===== src/rtl/mem_lsu.sv =====
// mem_lsu: MEM-stage load/store unit between ex_mem and mem_wb.
//   Runs LB/LBU/LH/LHU/LW/SB/SH/SW on a req/ack data bus and holds the pipe
//   with stall_from_mem until the access completes. All other ops pass
//   straight through to mem_wb with zero latency.
// Ports:
//   clk, rst                       clock, synchronous active-high reset
//   in_valid, alu_op_i             ex_mem holds a valid instruction / its opcode
//   mem_addr_i, reg2_data_i        effective address, store source data
//   reg_waddr_i/we_i/wdata_i       write-back triple from ex
//   reg_waddr_o/we_o/wdata_o       write-back triple to mem_wb
//   stall_from_mem                 hold ex_mem and all earlier stages
//   dbus_req/we/be/addr/wdata      registered data-bus request
//   dbus_rdata, dbus_ack           data-bus response
// Optional feature macro: UNALIGNED_EXC_EN
//   Misaligned halfword/word accesses raise adel_o/ades_o with badvaddr_o
//   instead of touching the bus.
module mem_lsu #(
   parameter int ALU_OP_W = 8
) (
   input  logic                clk,
   input  logic                rst,
   input  logic                in_valid,
   input  logic [ALU_OP_W-1:0] alu_op_i,
   input  logic [31:0]         mem_addr_i,
   input  logic [31:0]         reg2_data_i,
   input  logic [4:0]          reg_waddr_i,
   input  logic                reg_we_i,
   input  logic [31:0]         reg_wdata_i,
   output logic [4:0]          reg_waddr_o,
   output logic                reg_we_o,
   output logic [31:0]         reg_wdata_o,
   output logic                stall_from_mem,
   output logic                dbus_req,
   output logic                dbus_we,
   output logic [3:0]          dbus_be,
   output logic [31:0]         dbus_addr,
   output logic [31:0]         dbus_wdata,
   input  logic [31:0]         dbus_rdata,
   input  logic                dbus_ack
`ifdef UNALIGNED_EXC_EN
   ,
   output logic                adel_o,
   output logic                ades_o,
   output logic [31:0]         badvaddr_o
`endif
);
   localparam logic [ALU_OP_W-1:0] EXE_LB_OP  = ALU_OP_W'(8'b1110_0000);
   localparam logic [ALU_OP_W-1:0] EXE_LH_OP  = ALU_OP_W'(8'b1110_0001);
   localparam logic [ALU_OP_W-1:0] EXE_LW_OP  = ALU_OP_W'(8'b1110_0011);
   localparam logic [ALU_OP_W-1:0] EXE_LBU_OP = ALU_OP_W'(8'b1110_0100);
   localparam logic [ALU_OP_W-1:0] EXE_LHU_OP = ALU_OP_W'(8'b1110_0101);
   localparam logic [ALU_OP_W-1:0] EXE_SB_OP  = ALU_OP_W'(8'b1110_1000);
   localparam logic [ALU_OP_W-1:0] EXE_SH_OP  = ALU_OP_W'(8'b1110_1001);
   localparam logic [ALU_OP_W-1:0] EXE_SW_OP  = ALU_OP_W'(8'b1110_1011);
   localparam logic [1:0] IDLE = 2'd0;
   localparam logic [1:0] REQ  = 2'd1;
   localparam logic [1:0] DONE = 2'd2;
   logic [1:0]  r_state;
   logic        r_req;
   logic        r_we;
   logic [3:0]  r_be;
   logic [31:0] r_addr;
   logic [31:0] r_wdata;
   logic [31:0] r_rdata;
   logic        w_lb, w_lbu, w_lh, w_lhu, w_lw, w_sb, w_sh, w_sw;
   logic        w_is_load, w_is_store, w_half, w_word;
   logic        w_mem_op, w_misalign, w_bus_op;
   logic [3:0]  w_be;
   logic [31:0] w_st_data;
   logic [31:0] w_lane;
   logic [15:0] w_half_lane;
   logic [31:0] w_ld_data;
   assign w_lb  = alu_op_i == EXE_LB_OP;
   assign w_lbu = alu_op_i == EXE_LBU_OP;
   assign w_lh  = alu_op_i == EXE_LH_OP;
   assign w_lhu = alu_op_i == EXE_LHU_OP;
   assign w_lw  = alu_op_i == EXE_LW_OP;
   assign w_sb  = alu_op_i == EXE_SB_OP;
   assign w_sh  = alu_op_i == EXE_SH_OP;
   assign w_sw  = alu_op_i == EXE_SW_OP;
   assign w_is_load  = w_lb | w_lbu | w_lh | w_lhu | w_lw;
   assign w_is_store = w_sb | w_sh | w_sw;
   assign w_half     = w_lh | w_lhu | w_sh;
   assign w_word     = w_lw | w_sw;
   assign w_mem_op   = in_valid & (w_is_load | w_is_store);
`ifdef UNALIGNED_EXC_EN
   assign w_misalign = (w_half & mem_addr_i[0]) | (w_word & (|mem_addr_i[1:0]));
   assign adel_o     = ~rst & w_mem_op & w_is_load & w_misalign;
   assign ades_o     = ~rst & w_mem_op & w_is_store & w_misalign;
   assign badvaddr_o = (adel_o | ades_o) ? mem_addr_i : 32'h0;
`else
   assign w_misalign = 1'b0;
`endif
   // Only accesses that actually go to the bus occupy the FSM and stall.
   assign w_bus_op = w_mem_op & ~w_misalign;
   assign w_be = w_word ? 4'b1111 :
                 w_half ? (mem_addr_i[1] ? 4'b1100 : 4'b0011) :
                          4'b0001 << mem_addr_i[1:0];
   assign w_st_data = w_sw ? reg2_data_i :
                      w_sh ? {2{reg2_data_i[15:0]}} :
                             {4{reg2_data_i[7:0]}};
   // Halfword lane follows addr[1] only, so addr[0] is ignored without the check.
   assign w_lane      = r_rdata >> {mem_addr_i[1:0], 3'b000};
   assign w_half_lane = mem_addr_i[1] ? r_rdata[31:16] : r_rdata[15:0];
   assign w_ld_data = w_lb  ? {{24{w_lane[7]}}, w_lane[7:0]} :
                      w_lbu ? {24'h0, w_lane[7:0]} :
                      w_lh  ? {{16{w_half_lane[15]}}, w_half_lane} :
                      w_lhu ? {16'h0, w_half_lane} :
                              r_rdata;
   assign stall_from_mem = ~rst & w_bus_op & (r_state != DONE);
   assign reg_waddr_o = rst ? 5'h0 : reg_waddr_i;
   assign reg_we_o    = ~rst & (w_mem_op ? (w_is_load & ~w_misalign & (r_state == DONE) & reg_we_i)
                                         : reg_we_i);
   assign reg_wdata_o = rst ? 32'h0 : (w_mem_op & w_is_load) ? w_ld_data : reg_wdata_i;
   assign dbus_req   = r_req;
   assign dbus_we    = r_we;
   assign dbus_be    = r_be;
   assign dbus_addr  = r_addr;
   assign dbus_wdata = r_wdata;
   always_ff @(posedge clk) begin
      if (rst) begin
         r_state <= IDLE;
         r_req   <= 1'b0;
         r_we    <= 1'b0;
         r_be    <= 4'h0;
         r_addr  <= 32'h0;
         r_wdata <= 32'h0;
         r_rdata <= 32'h0;
      end else begin
         case (r_state)
            IDLE: if (w_bus_op) begin
               r_req   <= 1'b1;
               r_we    <= w_is_store;
               r_be    <= w_be;
               r_addr  <= {mem_addr_i[31:2], 2'b00};
               r_wdata <= w_st_data;
               r_state <= REQ;
            end
            REQ: if (dbus_ack) begin
               r_rdata <= dbus_rdata;
               r_req   <= 1'b0;
               r_state <= DONE;
            end
            default: r_state <= IDLE;
         endcase
      end
   end
endmodule


===== config.mk =====
export PLATFORM = sky130hd
export DESIGN_NAME = mem_lsu
export DESIGN_NICKNAME = d
export VERILOG_FILES = /design/src/rtl/mem_lsu.sv
export SDC_FILE = /design/constraint.sdc
export NUM_CORES = 1
export LEC_CHECK = 0
export BUFFER_PORTS_ARGS = -buffer_cell sky130_fd_sc_hd__clkbuf_2
export CAP_MARGIN = 30
export CORE_AREA = 10 10 116 118
export CTS_CLUSTER_SIZE = 25
export DETAILED_ROUTE_END_ITERATION = 8
export DIE_AREA = 0 0 126 128
export PLACE_DENSITY = 0.8
export SLEW_MARGIN = 5
export SYNTH_ARGS = -nofsm -noshare
export SYNTH_HDL_FRONTEND = slang
export SYNTH_SLANG_ARGS = --single-unit

===== constraint.sdc =====
create_clock -name clk -period 3.5 [get_ports clk]
set_input_delay 0.875 -clock clk [delete_from_list [all_inputs] [get_ports clk]]
set_output_delay 0.875 -clock clk [all_outputs]
set_load 0.01 [all_outputs]

==> qor.yml, run 1 <==
fin_crit_sh_pct: 99.1
ys.warnings.count: 0
die_area_um2: 16100
global_route.overflow_total: 0
vias: 5594
tightest_slew_margin_relative_to_the_limit_pct: 40.6
worst-setup-path-type: "in2out"
drt_first_pass_iters: 5
unrepaired_setup_endpoints_after_global_routing: "true"
cts_buffers: 9
syn_avg_cell_area_um2: 7.55
route.detailed.drc: 0
synth_top_flop_cell: "sky130_fd_sc_hd__dfxtp_1"
timing.fmax_mhz: 288
share_of_cells_above_drive_strength_1_pct: 34.8
die_width_um: 126
grt_max_degree: 57
synth_cell_types: 41
place.port_buffers: 252
cts_tree: "built"
total_track_usage_pct: 21.3
layoutNonFillerInstCount: 1047
layout.nets: 1044
start_kind: "input port"
async_reset_ff_share_pct: 0
start_point_of_the_critical_path: "mem_addr_i[0]"
initialDrtViolationCount: 381
path_clk_slew_ns: 0.07
totalWireLength_um: 18400
first_pass_grt_wire_length_um: 28300
ys_seq_area_share_pct: 40.4
clock_latency_on_the_worst_skew_pair_ns: 0.34
placed_instances: 1030
end_kind: "output pin"
final_cell_area_um2: 6840
cp_data_arrival_time_ns: 2.59
clockRootBuffer: "sky130_fd_sc_hd__clkbuf_16"
drv_cap: 0
placementRows: 39
antenna_found_initial: 1
synth-edff-count: 0
placed_area_um2: 6470
clock_sink_count: 102
required_ns: 2.62
finalWeightedCongestion: 0.918
detailedPlacementHpwl_um: 14200
final_period_minus_worst_setup_slack_ns: 3.47
vdd.ir_drop.worst_mv: 0.246
io_pins: 255
floorplan.initialDensity_pct: 45.0
run_status: "complete, no violations"
final_util_pct: 60.9
cellPowerDensity_nw_per_um2: 375
netlist_area_um2: 5050
number_of_global_route_vias_before_repair: 5366
floorplan.die.height_um: 128
layout-area-overhead-vs-synth_pct: 35.4
worstReg2RegStart: "r_state[1]"
final.setup.tns_ns: 0
coreArea_um2: 11200
final-max-slew-violation-count: 0
post_cts_buffers: 0
tightest_slew_ns: 0.884
min_path_type: "reg2reg"
hp-start: "dbus_addr[28]"
clockBufferDepth: 2
viasPerCell: 5.34
ys_seq_elements: 102
worst_clk_skew_ns: 0.00845
drt-wirelength-per-cell_um: 17.6
p_leak_nw: 2.90
finalSetupViolCount: 0
htreeDepth: 3
number_of_nets_still_failing_antenna_checks_after_routing: 0
hold_viol: 0
critical_path_peak_fanout: 8
synthesis.instances: 669
worst max-delay path, cell delays in order:
cell                       delay [ns]
sky130_fd_sc_hd__clkbuf_4        0.14
sky130_fd_sc_hd__mux2_4          0.29
sky130_fd_sc_hd__or3_4           0.33
sky130_fd_sc_hd__a311o_4         0.48
sky130_fd_sc_hd__a221oi_1        0.22
sky130_fd_sc_hd__nor3_1          0.08
sky130_fd_sc_hd__clkbuf_2        0.16
Yosys cell counts, types with 7 or more instances:
cell type,n,area [µm²]
sky130_fd_sc_hd__a211oi_1,39,293
sky130_fd_sc_hd__a21oi_1,101,505
sky130_fd_sc_hd__a221oi_1,7,61.3
sky130_fd_sc_hd__buf_2,17,85.1
sky130_fd_sc_hd__clkbuf_1,39,146
sky130_fd_sc_hd__dfxtp_1,102,2040
sky130_fd_sc_hd__mux2i_1,33,330
sky130_fd_sc_hd__nand2_1,179,672
sky130_fd_sc_hd__nor2_1,47,176
sky130_fd_sc_hd__nor2b_1,11,68.8
sky130_fd_sc_hd__nor3_1,11,55.1
sky130_fd_sc_hd__o211ai_1,8,60.1
sky130_fd_sc_hd__o21ai_0,19,95.1
sky130_fd_sc_hd__o221ai_1,8,70.1
logic make-up after synthesis:
kind of cell | count (synthesis) | synth area share (%)
AND/OR/NAND/NOR | 276 | 23.2
AO/OA/AOI/OAI | 191 | 23.5
flip-flops | 102 | 40.4
buffers and inverters | 63 | 5.47
multiplexers | 36 | 7.35
other | 1 | 0.0742
metal layers:
layer,GRT usage [%],up-vias,routed length (µm)
met5,0,-,0
met4,7.30,0,356
met3,7.57,32,1920
met2,34.1,248,8850
met1,26.0,2538,7320
li1,-,2776,-
cell usage in the layout (no fill, tap or decap), types with 8 or more instances in the layout:
| master | n |
|---|---|
| sky130_fd_sc_hd__nor2_1 | 46 |
| sky130_fd_sc_hd__nor2b_1 | 11 |
| sky130_fd_sc_hd__a21oi_1 | 101 |
| sky130_fd_sc_hd__dfxtp_1 | 102 |
| sky130_fd_sc_hd__o211ai_1 | 8 |
| sky130_fd_sc_hd__o221ai_1 | 8 |
| sky130_fd_sc_hd__a211oi_1 | 39 |
| sky130_fd_sc_hd__clkbuf_2 | 249 |
| sky130_fd_sc_hd__mux2i_1 | 33 |
| sky130_fd_sc_hd__nor3_1 | 11 |
| sky130_fd_sc_hd__o21ai_0 | 19 |
| sky130_fd_sc_hd__nand2_1 | 179 |
| sky130_fd_sc_hd__buf_4 | 23 |
| sky130_fd_sc_hd__clkbuf_16 | 9 |
final timing paths:
check             depth (start not counted)              to  slack, ns
setup reg to reg                          5  dbus_wdata[10]       1.73
hold / removal                            2   dbus_addr[28]       0.46
setup / recovery                          7  reg_wdata_o[8]       0.03
hold reg to reg                           2   dbus_addr[28]       0.46
per-stage QoR:
| stage | setup slack (ns) | hold slack (ns) | power [mW] |
|---|---|---|---|
| floorplan | 0.238 | 0.445 | 1.34 |
| global placement | 0.0508 | 0.440 | 1.48 |
| detailed placement | 0.0119 | 0.447 | 1.49 |
| CTS | -0.00456 | 0.457 | 2.59 |
| global route | -0.0203 | 0.475 | 2.66 |
| finish | 0.0324 | 0.456 | 2.57 |
flip-flops by register name, indices dropped and copies added, names as in the netlist:
| register | count |
|---|---|
| dbus_be | 4 |
| dbus_addr | 30 |
| r_state | 2 |
| r_rdata | 32 |
| dbus_we | 1 |
| dbus_req | 1 |
| dbus_wdata | 32 |
repair_timing:
item                                    CTS  global route
resized for setup                         0             9
pin swaps                                 0             2
endpoints found under the setup margin    2             7
cloned                                    0             0
hold buffers                              0             0
power by group:
part           total (mW)  switching [mW]  internal (mW)
Sequential           1.17         0.00570           1.17
Combinational       0.286           0.154          0.132
Clock                1.11           0.469          0.639
cell type report:
type | instances | area, µm²
diodes | 1 | 2.50
clock buffers | 9 | 225
inverters | 3 | 11.3
fillers | 1027 | 4380
well taps | 143 | 179
flip-flops and latches | 102 | 2040
clock inverters | 7 | 104
repair buffers | 277 | 1490
multi-input cells | 505 | 2790
No activity file was read; power rests on OpenSTA's default activity.
==> run 2: changes to the inputs <==
CORE_AREA = 10 10 115 117   (was 10 10 116 118)
CTS_BUF_LIST = sky130_fd_sc_hd__clkbuf_4   (was unset)
DIE_AREA = 0 0 125 127   (was 0 0 126 128)
PLACE_DENSITY = 0.81   (was 0.8)
RECOVER_POWER = 50   (was unset)
==> run 2 against run 1 <==
  * The run now ends with max-capacitance violations, max-slew violations left
  * Power down 18%
  * Sequential power about the same
  * Flip-flop and latch count unchanged
  * Worst hold slack better by 0.011 ns
  * Count of clock-buffer cells in the layout unchanged
  * Non-clock buffer count down 1
  * Clock power down 43%
  * First-iteration DRC count down 4.2%
  * Combinational power about the same
  * Global-route usage down 0.91 points
  * Final area down 2.2%
  * Die area down 1.6%
==> qor.yml, run 2 (synthesized netlist as in run 1, its figures left out) <==
ff_latch_area_um2: 2040  # unchanged
run_status: "finished with violations"
placementRows: 39  # unchanged
drv_cap: 1  # +1
final-max-slew-violation-count: 35  # +35
r2r_setup_slack_ns: 1.21  # -0.52 ns
fin_ws_ns: 0.00691  # -0.0255 ns
detailedPlacementHpwl_um: 13800  # -2.3%
number_of_nets_still_failing_antenna_checks_after_routing: 0  # unchanged
path_clk_slew_ns: 0.17  # +0.10 ns
p_leak_nw: 2.82  # -2.7%
vdd.ir_drop.worst_mv: 0.191  # -22%
cellPowerDensity_nw_per_um2: 313  # -16%
global_route.overflow_total: 0  # unchanged
route.detailed.drc: 0  # unchanged
r2r-end: "r_rdata[5]"
hold_viol: 0  # unchanged
clockRootBuffer: "sky130_fd_sc_hd__clkbuf_4"
drt_first_pass_iters: 5  # unchanged
tightest_slew_ns: 1.95  # +1.06 ns
fillers: 1086  # +5.7%
worst_clk_skew_ns: 0.0308  # +0.0223 ns
finalSetupViolCount: 0  # unchanged
grt_max_degree: 70  # +23%
cts_tree: "built"
total_track_usage_pct: 20.4  # -0.91 points
final_period_minus_worst_setup_slack_ns: 3.49  # +0.0255 ns
failed_checks: "max-capacitance violations, max-slew violations"
timing.fmax_mhz: 286  # -0.73%
htreeDepth: 3  # unchanged
cts_buffers: 9  # unchanged
final_common_cell: "sky130_fd_sc_hd__clkbuf_2"
floorplan.initialDensity_pct: 45.4  # +0.39 points
number_of_global_route_vias_before_repair: 5225  # -2.6%
multi_input_area_um2: 2800  # +0.58%
clockBufferDepth: 2  # unchanged
end_kind: "output pin"
min_path_cells: 2  # unchanged
coreArea_um2: 11100  # -0.87%
post_cts_buffers: 0  # unchanged
tightest_slew_margin_relative_to_the_limit_pct: -29.9  # -71 points
required_ns: 2.62  # about the same
critical_path_peak_fanout: 8  # unchanged
totalWireLength_um: 17800  # -3.7%
floorplan.die.height_um: 127  # -0.78%
worst-setup-path-type: "in2out"
start_kind: "input port"
clock_sink_count: 102  # unchanged
first_pass_grt_wire_length_um: 27200  # -4.0%
min_path_type: "reg2reg"
vias: 5506  # -1.6%
start_point_of_the_critical_path: "mem_addr_i[0]"
drt-wirelength-per-cell_um: 17.0  # -3.6%
finalWeightedCongestion: 0.908  # -1.0%
place.port_buffers: 252  # unchanged
share_of_cells_above_drive_strength_1_pct: 34.9  # +0.15 points
worstReg2RegStart: "r_state[0]"
clock_latency_on_the_worst_skew_pair_ns: 0.44  # +0.10 ns
unrepaired_setup_endpoints_after_global_routing: "true"
layout.nets: 1043  # -0.096%
cp-endpoint: "reg_wdata_o[10]"
die_area_um2: 15900  # -1.6%
antenna_found_initial: 1  # unchanged
cp_data_arrival_time_ns: 2.62  # +0.03 ns
fin_crit_sh_pct: 99.8  # +0.73 points
totalPowerFinal_mw: 2.10  # -18%
die_width_um: 125  # -0.79%
initialDrtViolationCount: 365  # -4.2%
viasPerCell: 5.26  # -1.5%
dp_worst_setup_slack_ns: -0.0530  # -0.0649 ns
ff2ff_path_depth: 4  # -1
final_cell_mix: "sky130_fd_sc_hd__clkbuf_2, sky130_fd_sc_hd__nand2_1, sky130_fd_sc_hd__dfxtp_1"
layout-area-overhead-vs-synth_pct: 32.3
final_util_pct: 60.1  # -0.84 points
io_pins: 255  # unchanged
==> run 2: changes by cell type in the layout (fill, tap and decap cells not counted), moves of 2 or more <==
| cell | previous run | this run |
|---|---|---|
| sky130_fd_sc_hd__bufinv_16 | 2 | 0 |
| sky130_fd_sc_hd__clkbuf_4 | 1 | 9 |
| sky130_fd_sc_hd__clkbuf_16 | 9 | 0 |
| sky130_fd_sc_hd__buf_4 | 23 | 21 |
| sky130_fd_sc_hd__clkinv_4 | 0 | 2 |
==> run 2: metal layers <==
layer  vias up  wire length (µm)  GRT usage [%]
met5         -                 0              0
met4         0               272           5.96
met3        25              1830           7.57
met2       228              8370           33.3
met1      2475              7280           24.6
li1       2778                 -              -
==> run 2: how the worst min path moves through the flow <==
stage | start | end | slack [ns]
final | dbus_wdata[28] | dbus_wdata[28] | 0.47
after global routing | dbus_wdata[7] | dbus_wdata[7] | 0.48
after CTS | dbus_wdata[7] | dbus_wdata[7] | 0.47
after detailed placement | dbus_addr[2] | dbus_addr[2] | 0.45
after global placement | dbus_be[3] | dbus_be[3] | 0.44
after floorplan | r_rdata[5] | r_rdata[5] | 0.44
==> run 2: timing repair <==
item,4_1_cts,5_1_grt
setup endpoints to repair,1,28
hold buffers,0,0
pin swaps,0,2
endpoints found under the hold margin,0,0
resized for setup,1,15
==> run 2: power by group <==
group | switching [mW] | total (mW) | internal, mW
registers | 0.00540 | 1.18 | 1.17
clock network | 0.457 | 0.634 | 0.178
logic | 0.154 | 0.285 | 0.131
total | 0.616 | 2.10 | 1.48
==> run 2: final cells by class <==
cell class	count	share of cell area, %
repair buffers	276	22.5
multi-input cells	505	41.9
diodes	1	0.0374
clock buffers	9	1.01
well taps	143	2.68
inverters	3	0.168
flip-flops and latches	102	30.5
clock inverters	7	1.22
==> run 2: stage by stage <==
step / instances / setup TNS, ns / instance area [µm²] / hold WS (ns)
after detailed placement: 1029 / -0.0530 / 6470 / 0.446
after CTS: 1045 / 0 / 6630 / 0.468
after global routing: 1045 / -0.0391 / 6690 / 0.480
after floorplan: 670 / 0 / 5060 / 0.445
after global placement: 1029 / 0 / 6470 / 0.439
final: 1046 / 0 / 6690 / 0.467
==> run 2: critical path: stages <==
cell and delay [ns]:
sky130_fd_sc_hd__buf_4 0.13, sky130_fd_sc_hd__mux2_4 0.30, sky130_fd_sc_hd__or3_4 0.34, sky130_fd_sc_hd__a311o_4 0.49, sky130_fd_sc_hd__a221oi_2 0.24, sky130_fd_sc_hd__nor3_1 0.08
sky130_fd_sc_hd__clkbuf_2 0.16
